$ cat src/rtl/popcount_seq_ctrl.sv
// popcount_seq_ctrl: counts the set bits of an NBYTES-byte vector by feeding
// one byte per clock through a single 8-bit ones-count slice and accumulating.
// start/busy/done handshake; the final total is held on ones_out until the
// next completion.
// Optional build macro POPCOUNT_EARLY_EXIT_EN: finish as soon as the remaining
// bytes are all zero (result value is unchanged, only latency shrinks).
module popcount_seq_ctrl #(
    parameter int NBYTES = 4,
    parameter int CW     = 6,
    localparam int IW    = (NBYTES > 1) ? $clog2(NBYTES) : 1
) (
    input  logic                  clk,
    input  logic                  reset,
    input  logic                  start,
    input  logic [8*NBYTES-1:0]   data_in,
    output logic                  busy,
    output logic                  done,
    output logic [CW-1:0]         ones_out,
    output logic [IW-1:0]         byte_idx
);

    localparam int SW = 8 * NBYTES;

    typedef enum logic [1:0] {
        IDLE  = 2'd0,
        COUNT = 2'd1,
        DONE  = 2'd2
    } state_e;

    state_e          state_q, state_d;
    logic [SW-1:0]   shift_q, shift_d;
    logic [CW-1:0]   acc_q,   acc_d;
    logic [IW-1:0]   idx_q,   idx_d;
    logic [CW-1:0]   ones_q,  ones_d;

    logic [3:0]      byte_ones;
    logic [CW-1:0]   sum;
    logic [SW-1:0]   shifted;
    logic            last_byte;
    logic            finish;

    // Ones count of the byte currently at the bottom of the shift register.
    always_comb begin
        byte_ones = 4'd0;
        for (int unsigned i = 0; i < 8; i++) begin
            byte_ones = byte_ones + {3'b000, shift_q[i]};
        end
    end

    // Running total including the current byte, and the completion condition.
    always_comb begin
        sum       = acc_q + CW'(byte_ones);
        shifted   = shift_q >> 8;
        last_byte = (idx_q == IW'(NBYTES - 1));
`ifdef POPCOUNT_EARLY_EXIT_EN
        finish    = last_byte || (shifted == '0);
`else
        finish    = last_byte;
`endif
    end

    // Next-state and datapath update for the IDLE/COUNT/DONE sequencer.
    always_comb begin
        state_d = state_q;
        shift_d = shift_q;
        acc_d   = acc_q;
        idx_d   = idx_q;
        ones_d  = ones_q;
        case (state_q)
            IDLE, DONE: begin
                if (start) begin
                    shift_d = data_in;
                    acc_d   = '0;
                    idx_d   = '0;
                    state_d = COUNT;
                end else begin
                    state_d = IDLE;
                end
            end
            COUNT: begin
                acc_d   = sum;
                shift_d = shifted;
                if (finish) begin
                    // byte_idx holds on the final byte so it never wraps mid-operation.
                    ones_d  = sum;
                    state_d = DONE;
                end else begin
                    idx_d = idx_q + IW'(1);
                end
            end
            default: state_d = IDLE;
        endcase
    end

    // State and datapath registers, asynchronously cleared.
    always_ff @(posedge clk or posedge reset) begin
        if (reset) begin
            state_q <= IDLE;
            shift_q <= '0;
            acc_q   <= '0;
            idx_q   <= '0;
            ones_q  <= '0;
        end else begin
            state_q <= state_d;
            shift_q <= shift_d;
            acc_q   <= acc_d;
            idx_q   <= idx_d;
            ones_q  <= ones_d;
        end
    end

    assign busy     = (state_q == COUNT);
    assign done     = (state_q == DONE);
    assign ones_out = ones_q;
    assign byte_idx = idx_q;

endmodule

$ cat config.mk
export PLATFORM = sky130hd
export DESIGN_NAME = popcount_seq_ctrl
export DESIGN_NICKNAME = d
export VERILOG_FILES = /design/src/rtl/popcount_seq_ctrl.sv
export SDC_FILE = /design/constraint.sdc
export NUM_CORES = 1
export LEC_CHECK = 0
export ABC_AREA = 1
export CELL_PAD_IN_SITES_DETAIL_PLACEMENT = 0
export CELL_PAD_IN_SITES_GLOBAL_PLACEMENT = 1
export CORE_ASPECT_RATIO = 1.2
export CORE_MARGIN = 2
export CORE_UTILIZATION = 39
export DETAILED_ROUTE_END_ITERATION = 10
export GPL_ROUTABILITY_DRIVEN = 0
export MAX_ROUTING_LAYER = met4
export PLACE_DENSITY = 0.86
export SLEW_MARGIN = 20
export SYNTH_ARGS = -nofsm -noshare
export SYNTH_HDL_FRONTEND = slang
export SYNTH_SLANG_ARGS = --single-unit
$ cat constraint.sdc
create_clock -name clk -period 4.4 [get_ports clk]
set_input_delay 0.88 -clock clk [delete_from_list [all_inputs] [get_ports clk]]
set_output_delay 0.88 -clock clk [all_outputs]
set_load 0.02 [all_outputs]
==> results.toml <==
[drt]
initialDrtViolationCount = 80
viasPerCell = 4.722
postRouteAntennaNets = 0
avgRoutedWirePerCell_um = 12.63
vias = 1752
total_detailed_routing_wirelength_um = 4686
detail_route.drc_violations = 0
drt_first_pass_iters = 4

[global_routing]
gr-total-overflow = 0
grt_antenna_before_repair = 0
grt_first_pass_wirelength_um = 8231
grt_max_degree = 49
grt_usage_pct = 16.97
grt_pass1_vias = 1749

[clock_network]
cts_tree = "built"
tritoncts.num_buffers = 5
htreeDepth = 2
holdBufCountCts = 0
cts.path.max_buffers = 2
cts.repair_timing.setup_buffer_count = 0
clock_sinks = 48
postCtsResizedCells = 0
clkLatencyLatePin_ns = 0.30
cts-root-buf = "sky130_fd_sc_hd__clkbuf_8"
clkSlewWorstSetupHoldPaths_ns = 0.09

[floorplan]
initial_core_util_pct = 40.66
core.rowCount = 30
die-height_um = 88.21
die_x_um = 74.18
num_io_pins = 45
core_mm2 = 0.005668
floorplan.die_area_mm2 = 0.006543

[layout]
layout_common_cells = "sky130_fd_sc_hd__nor2_1, sky130_fd_sc_hd__dfrtp_1, sky130_fd_sc_hd__nand2_1, sky130_fd_sc_hd__clkdlybuf4s50_1, sky130_fd_sc_hd__o22ai_1"
finalNetCount = 338
finish.utilization_pct = 50.44
area_growth_pct = 24.05
fin_area_mm2 = 0.002859
layout.cells.most_common = "sky130_fd_sc_hd__nor2_1"
layout-drive-gt1-share_pct = 6.529
antenna-diode-count = 0

[pwr]
share_comb_of_total_power_pct = 60.0
cellLeakagePower_nw = 1.366
switching_share_pct = 45.20
peakVddDrop_v = 0.0003846
power.sequential.fraction_pct = 30.3
pwr_density_cell_mw_per_mm2 = 921.3
power_report.internal_total_mw = 1.443
switching_power_mw = 1.191
clock_power_share_pct = 9.7

[worst_hold_path]
worstHoldPathCells = 2
min-delay-path-class = "flop to flop"
min_from = "shift_q[27]"
hold_end = "shift_q[27]"

[timing]
fmax_mhz = 299.9
worst_slew_margin_relative_to_its_limit_pct = 45.26
setup_violation_total_in_the_final_timing_report = 0
report.final.hold_viol_count = 0
post-route-period-util_pct = 75.79
tightestPinTransition_ns = 0.8211
rsz_0062_raised_after_global_routing = "false"
min_period_ns = 3.335
finalHoldWorstSlack_ns = 0.4790
finalSetupTns_ns = 0
timing_max_transition_violations_final = 0
finClkSkew_ns = 0.003989

[flow_run]
drv.max_cap_violation_count = 0

[logic_synthesis]
yosysSeqAreaShare_pct = 52.12
mappedNetlistArea_mm2 = 0.002305
synthCells = 249
synth-warning-count = 0
synth_cell_type_count = 25
post_synth.cell_area_avg_um2 = 9.256
yosys_register_bits = 48
synth_fp_nets = 296

[worst_setup_path]
critPathLaunchType = "flop"
worst_ep_required_time_ns = 4.60
setup.worst_path.end_class = "flop"
worstPathArrival_ns = 3.53
r2r_end = "acc_q[4]"
ff2ff_setup_slack_ns = 1.07
r2r.worst_path.cells = 11
timing_worst_setup_path_type = "flop to flop"
cp_max_fo = 2
r2r-start = "shift_q[0]"

[placement]
hpwl_um = 3327
io_buffer_count = 44
place_area_mm2 = 0.002776

[status]
run_status = "finished clean"
==> cell type report <==
| class | instances | area [um2] |
|---|---|---|
| timing repair buffer | 44 | 440.4 |
| tap | 80 | 100.1 |
| sequential | 48 | 1201 |
| clock buffer | 5 | 68.82 |
| inverter | 25 | 100.1 |
| multi-input combinational | 167 | 935.9 |
| fill | 549 | 2809 |
| clock inverter | 2 | 12.51 |
==> Yosys cell counts <==
master,count,share of area [%]
sky130_fd_sc_hd__nand2_4,1,0.49
sky130_fd_sc_hd__o21ai_0,3,0.65
sky130_fd_sc_hd__a21oi_1,1,0.22
sky130_fd_sc_hd__nand2_1,44,7.2
sky130_fd_sc_hd__nand3b_1,1,0.33
sky130_fd_sc_hd__nand3_1,18,3.9
sky130_fd_sc_hd__nor2_1,50,8.1
sky130_fd_sc_hd__fa_1,5,4.3
sky130_fd_sc_hd__buf_2,4,0.87
sky130_fd_sc_hd__nor2_8,2,1.7
sky130_fd_sc_hd__inv_1,21,3.4
sky130_fd_sc_hd__nand2_2,1,0.27
sky130_fd_sc_hd__inv_2,2,0.33
sky130_fd_sc_hd__mux2i_1,1,0.43
sky130_fd_sc_hd__nand4_1,1,0.27
sky130_fd_sc_hd__or2_2,2,0.54
sky130_fd_sc_hd__ha_1,7,3.8
sky130_fd_sc_hd__dfrtp_1,48,52
sky130_fd_sc_hd__buf_4,2,0.65
sky130_fd_sc_hd__inv_4,2,0.54
sky130_fd_sc_hd__o22ai_2,1,0.54
sky130_fd_sc_hd__o22ai_1,24,6.5
sky130_fd_sc_hd__o21ai_1,4,0.87
sky130_fd_sc_hd__xnor2_1,1,0.38
sky130_fd_sc_hd__buf_6,3,1.5
==> flip-flops by register name, summed over array words and instances, names as in the netlist <==
name / cells
state_q: 2
shift_q: 32
byte_idx: 2
ones_out: 6
acc_q: 6
==> power by group through the flow <==
stage	clock network, mW	logic (mW)	registers (mW)
detailed placement	0	1.59	0.808
CTS	0.261	1.59	0.801
floorplan	0	1.21	0.813
finish	0.256	1.58	0.799
global placement	0	1.53	0.801
global route	0.274	1.82	0.826
==> worst max-delay path, stage by stage (launching register included) <==
cell and delay [ns]:
sky130_fd_sc_hd__dfrtp_1 0.41, sky130_fd_sc_hd__fa_1 0.53, sky130_fd_sc_hd__inv_1 0.05, sky130_fd_sc_hd__fa_1 0.49
sky130_fd_sc_hd__fa_1 0.43, sky130_fd_sc_hd__fa_1 0.43, sky130_fd_sc_hd__fa_1 0.43, sky130_fd_sc_hd__nand3b_1 0.18
sky130_fd_sc_hd__nand2_1 0.08, sky130_fd_sc_hd__nand2_1 0.06, sky130_fd_sc_hd__nand3_1 0.08, sky130_fd_sc_hd__nand2_1 0.05
==> routing by layer <==
layer / track usage, % / wire length, um / share of wire [%] / vias to the layer above
met4: 5.289 / 59 / 1.3 / 0
met3: 3.531 / 179 / 3.8 / 6
met5: - / 0 / 0 / -
li1: - / - / - / 893
met1: 21.84 / 2157 / 46 / 820
met2: 26.95 / 2290 / 49 / 33
==> metrics by stage <==
step	cells	setup WS, ns	power (mW)
global route	371	0.9133	2.923
floorplan	249	1.236	2.022
finish	371	1.065	2.634
detailed placement	364	1.091	2.397
global placement	364	1.161	2.330
CTS	371	1.066	2.657
==> logic make-up (layout without fill, tap and decap cells) <==
group	count (synthesis)	count (layout)	share of synthesized area, %
mux	1	1	0.4343
fa+ha+maj	12	12	8.143
buf+inv	34	76	7.275
compound gates	33	33	8.794
flops	48	48	52.12
simple gates	120	120	22.86
xor+xnor	1	1	0.3801
==> worst max-delay path by stage <==
stage	startpoint	end	cells past startpoint
global placement	shift_q[0]	ones_out[4]	11
global route	shift_q[0]	acc_q[4]	11
floorplan	shift_q[0]	acc_q[4]	11
detailed placement	shift_q[0]	acc_q[4]	11
CTS	shift_q[0]	acc_q[4]	11
finish	shift_q[0]	acc_q[4]	11
Note: power is estimated with default switching activity, not from simulation.
